<file path="src/rtl/ddr_tx_pkg.sv">
// Shared types and constants for the DDR transmit serializer.
// Kept small so both the holding slot and the top can import it.
package ddr_tx_pkg;

  localparam int PAIR_W = 2;

  localparam logic [7:0] SYNC_WORD_DEFAULT = 8'hA5;
  localparam logic [1:0] IDLE_PAT_DEFAULT  = 2'b00;

  typedef enum logic [1:0] {
    ST_IDLE,
    ST_SYNC,
    ST_DATA
  } tx_state_t;

  // A one-pair word still needs a one-bit counter.
  function automatic int cnt_width(input int pairs);
    return (pairs > 1) ? $clog2(pairs) : 1;
  endfunction

endpackage

</file>
<file path="src/rtl/tx_hold_slot.sv">
// Single-entry holding register in front of the shifter.
// A new accept on the same edge as a load keeps the slot full with the new word.
module tx_hold_slot #(
  parameter int WORD_W = 8
) (
  input  logic              clk,
  input  logic              rst,
  input  logic              enable,
  input  logic [WORD_W-1:0] word,
  input  logic              word_valid,
  input  logic              load,
  output logic [WORD_W-1:0] data,
  output logic              valid,
  output logic              ready
);

  logic [WORD_W-1:0] data_reg;
  logic              valid_reg;
  logic              accept;

  assign ready  = !valid_reg && enable;
  assign accept = word_valid && ready;

  always_ff @(posedge clk or posedge rst) begin
    if (rst) begin
      data_reg  <= '0;
      valid_reg <= 1'b0;
    end else if (enable) begin
      if (accept) begin
        data_reg  <= word;
        valid_reg <= 1'b1;
      end else if (load) begin
        valid_reg <= 1'b0;
      end
    end
  end

  assign data  = data_reg;
  assign valid = valid_reg;

endmodule

</file>
<file path="src/rtl/ddr_tx_serializer.sv">
// Serialises parallel words into 2-bit pairs for the SDR-to-DDR output stage,
// prefixing each burst with one sync word and driving an idle pattern between bursts.
module ddr_tx_serializer
  import ddr_tx_pkg::*;
#(
  parameter int                WORD_W    = 8,
  parameter logic [WORD_W-1:0] SYNC_WORD = SYNC_WORD_DEFAULT,
  parameter logic [1:0]        IDLE_PAT  = IDLE_PAT_DEFAULT,
  parameter int                COUNT_W   = 16
) (
  input  logic               clk_i,
  input  logic               reset,
  input  logic               enable,
  input  logic [WORD_W-1:0]  word_i,
  input  logic               word_valid_i,
  output logic               word_ready_o,
  output logic [1:0]         pair_o,
  output logic               pair_en_o,
  output logic               busy_o,
  output logic [COUNT_W-1:0] words_sent_o
);

  localparam int PAIRS = WORD_W / PAIR_W;
  localparam int CNT_W = cnt_width(PAIRS);

  localparam logic [WORD_W-1:0] IDLE_FILL = {PAIRS{IDLE_PAT}};
  localparam logic [CNT_W-1:0]  LAST_CNT  = CNT_W'(PAIRS - 1);

  tx_state_t          state_reg;
  logic [WORD_W-1:0]  shift_reg;
  logic [CNT_W-1:0]   cnt_reg;
  logic               pair_en_reg;
  logic [COUNT_W-1:0] words_sent_reg;

  logic [WORD_W-1:0]  hold_data;
  logic               hold_valid;
  logic               hold_load;

  // The slot empties only when the shifter takes its word at the end of a word time.
  assign hold_load = (state_reg != ST_IDLE) && (cnt_reg == '0) && hold_valid;

  tx_hold_slot #(
    .WORD_W (WORD_W)
  ) u_hold (
    .clk        (clk_i),
    .rst        (reset),
    .enable     (enable),
    .word       (word_i),
    .word_valid (word_valid_i),
    .load       (hold_load),
    .data       (hold_data),
    .valid      (hold_valid),
    .ready      (word_ready_o)
  );

  always_ff @(posedge clk_i or posedge reset) begin
    if (reset) begin
      state_reg      <= ST_IDLE;
      shift_reg      <= IDLE_FILL;
      cnt_reg        <= '0;
      pair_en_reg    <= 1'b0;
      words_sent_reg <= '0;
    end else if (enable) begin
      case (state_reg)
        ST_IDLE: begin
          if (hold_valid) begin
            shift_reg   <= SYNC_WORD;
            cnt_reg     <= LAST_CNT;
            pair_en_reg <= 1'b1;
            state_reg   <= ST_SYNC;
          end
        end
        default: begin
          if (cnt_reg != '0) begin
            shift_reg <= shift_reg >> PAIR_W;
            cnt_reg   <= cnt_reg - 1'b1;
          end else begin
            if (state_reg == ST_DATA) begin
              words_sent_reg <= words_sent_reg + 1'b1;
            end
            // A sync word always has a payload word waiting behind it.
            if (hold_valid) begin
              shift_reg <= hold_data;
              cnt_reg   <= LAST_CNT;
              state_reg <= ST_DATA;
            end else begin
              shift_reg   <= IDLE_FILL;
              pair_en_reg <= 1'b0;
              state_reg   <= ST_IDLE;
            end
          end
        end
      endcase
    end
  end

  assign pair_o       = shift_reg[1:0];
  assign pair_en_o    = pair_en_reg;
  assign busy_o       = (state_reg != ST_IDLE) || hold_valid;
  assign words_sent_o = words_sent_reg;

endmodule

</file>
<file path="config.mk">
export PLATFORM = sky130hd
export DESIGN_NAME = ddr_tx_serializer
export DESIGN_NICKNAME = d
export VERILOG_FILES = /design/src/rtl/ddr_tx_pkg.sv /design/src/rtl/tx_hold_slot.sv /design/src/rtl/ddr_tx_serializer.sv
export SDC_FILE = /design/constraint.sdc
export NUM_CORES = 1
export LEC_CHECK = 0
export ABC_AREA = 1
export BUFFER_PORTS_ARGS = -buffer_cell sky130_fd_sc_hd__buf_2
export CAP_MARGIN = 0
export CORE_MARGIN = 8
export CORE_UTILIZATION = 35
export DETAILED_ROUTE_END_ITERATION = 8
export GPL_TIMING_DRIVEN = 0
export SETUP_SLACK_MARGIN = 0.02
export SKIP_LAST_GASP = 1
export SLEW_MARGIN = 20
export SYNTH_ARGS = -nofsm -noshare
export SYNTH_HDL_FRONTEND = slang
export SYNTH_SLANG_ARGS = --single-unit
</file>
<file path="constraint.sdc">
create_clock -name clk_i -period 2.9 [get_ports clk_i]
set_input_delay 0.58 -clock clk_i [delete_from_list [all_inputs] [get_ports clk_i]]
set_output_delay 0.58 -clock clk_i [all_outputs]
set_load 0.005 [all_outputs]
</file>
==> results.md <==
* Ports at 33
* Cell Area, Synth at approximately 1900 sq um
* Yosys reg bits at 38
* Number of setup violations in the final report at 0
* DIE HEIGHT at roughly 90 microns
* Postcts setup bufs at 0
* Critical path endpoint category: output pin
* WL final at 4060 microns
* Total power at 0.00182 W
* Max_slew headroom at 76.4%
* Maximum vdd drop at ~0.00043 V
* Global-route wire length before repair at 7250 microns
* Share of layout cells above drive strength 1 at 22.0%
* Reg2Reg Depth at 6
* Avg Cell Area, Syn at 8.00 sq um
* Number of synthesized flops with an enable pin at 0
* Clock latency on the worst-skew pair at 0.29 ns
* Detailed Routing Iterations Pass 1 at 4
* Outcome: complete, no violations
* Top-count cell post-synth: nand2_1
* Clock-pin transition on the worst setup and hold timing paths at 0.08 ns
* WL met3 at 109 microns
* Setup slack at placement at 1.11 ns
* Top_reg_cell synth: dfrtp_1
* Worst Path Arrival at approximately 1.3 ns
* Area occupied by multi-input gates at 862 sq um
* CP startpoint: state_reg[1]
* Worst hold path type: in -> async
* Final RePlAce weighted congestion at 0.755
* Crit start category: flip-flop
* CTS root buf: clkbuf_8
* Post_cts resized at 0
* DRC viols at 0
* Tcrit/Tclk final at 64.3%
* Setup slack after layout at 1.04 ns
* Least-Margin Pin Slew at 0.352 ns
* Post-DRT Antenna Nets at 0
* # nets final at 294
* Commonest cells in the netlist: nand2_1 (94), dfrtp_1 (38), nand3_1 (24)
* Crit-path max FO at 5
* Total GRT Usage at 10.5%
* Die outline area at roughly 8200 sq um
* Post-CTS Hold Buffers at 0
* # diodes at 0
* CTS max path bufs at 2
* Die W at 90.4 microns
* # fillers at 578
* Fmax at 536 MHz
* Synth top area share at between 40 and 50%
* Starting Density at 35.6%
* Max reg flops at 16
* Via Count at about 1600
* Layout overhead on the synthesized area at 19.3%
* Met2 Routed Length at between 1500 and 2000 microns
* Mean routed wirelength per cell at 11.5 microns
* Synth Net Count at 255
* Synth warnings at 0
* Num Clock Sinks at 38
* M1 WL at between 2000 and 2500 microns
* GRT overflow at 0
* Placed Area at 2200 sq um
* Reg2reg setup slack at 1.48 ns
* Pwr Density at 790 nW/um^2
* Highest metal used: met4
* Yosys cell types at 27
* Critical path class: reg -> out
* Unrepaired setup endpoints after global routing: false
* H-tree depth at 2
* Worst R2R End: words_sent_o[12]
* Synth Instances at 242
* Min cycle time layout at roughly 1.9 ns
* Vias in the first global route at 1581
* Rows at 27
* Critical Path Sink: busy_o
* Slew Limit Fails at 0
* Async SR Flop Fraction at 100%
* Pin count of the biggest net entering global routing at 29
* Max-Cap Viols at 0
* Initial antenna violation count at 0
* Setup TNS Final at 0 ns
* Hold Vio Cnt, Final at 0
* Register area at 951 sq um
* Initial DRC Count at 74
* Final setup skew at 0.00521 ns
* Core Box Area at approximately 5400 sq um
* Synth top area cells: dfrtp_1 (49%), nand2_1 (18%), nand3_1 (6.2%)
* Reg-to-Reg Start: cnt_reg[0]
* Post-DP HPWL at between 3000 and 4000 microns
* TritonCTS clock tree: done
* Sequential area share after synthesis at roughly half
* Worst Path Required at 2.32 ns
* Post-synth top area cell: dfrtp_1
* Clock buffers created by TritonCTS at 5
* Leak at around 1.2 nW
* # port buffers at 31
* Fin area at 2310 sq um
* DR vias/cell at 4.46
## layout make-up
cell class | count | share of cell area, %
multi-input combinational | 175 | 37.3
clock inverter | 3 | 1.73
sequential | 38 | 41.1
inverter | 23 | 3.74
clock buffer | 5 | 2.98
tap | 72 | 3.90
buffer | 6 | 1.62
timing repair buffer | 32 | 7.58
## cells in the final DEF, fill, tap and decap left out, types with 4 or more instances in the layout
| master | synthesis | routed |
|---|---|---|
| nand3b_1 | 4 | 4 |
| nor2_1 | 13 | 13 |
| clkbuf_8 | 0 | 5 |
| nand3_1 | 24 | 24 |
| buf_2 | 2 | 33 |
| nand2_1 | 94 | 94 |
| inv_1 | 21 | 20 |
| dfrtp_1 | 38 | 38 |
| nand2_2 | 4 | 4 |
| a21oi_1 | 6 | 6 |
| o21ai_0 | 5 | 5 |
## worst min-delay path by stage
stage,end,cells after the start
after floorplan,u_hold.data[5],2
after global placement,u_hold.data[4],2
after detailed placement,u_hold.data[4],2
after CTS,words_sent_o[10],2
after global routing,words_sent_o[10],2
final,words_sent_o[10],2
## per-layer routing
metal	track usage (%)	vias to the layer above
met4	4.99	0
li1	-	837
met1	13.3	713
met3	2.58	6
met5	0	-
met2	16.5	23
## stage by stage
step	hold slack [ns]	std cells	utilization, %
after global routing	0.228	354	42.5
after detailed placement	0.461	346	40.5
after CTS	0.216	354	42.5
after global placement	0.459	345	40.1
after floorplan	0.442	242	-
final	0.215	354	42.5
## cell families (layout without fill, tap and decap cells)
group | after synthesis | in the layout | synth area share [%]
flops | 38 | 38 | 49.1
compound gates | 19 | 19 | 5.56
fa+ha+maj | 1 | 1 | 0.646
simple gates | 149 | 149 | 35.2
xor+xnor | 6 | 6 | 3.10
buf+inv | 29 | 69 | 6.40
## worst max-delay path: stages (launching register included)
cell and delay (ns):
dfrtp_1 0.41, nor2_1 0.31, nand2_2 0.12, buf_2 0.15
## where the power goes
group,internal (W),switching [W]
clock,0.000253,0.000195
combinational,0.000219,0.000347
sequential,0.000693,0.000118
total,0.00117,0.000660
Note: power is estimated with default switching activity, not from simulation.
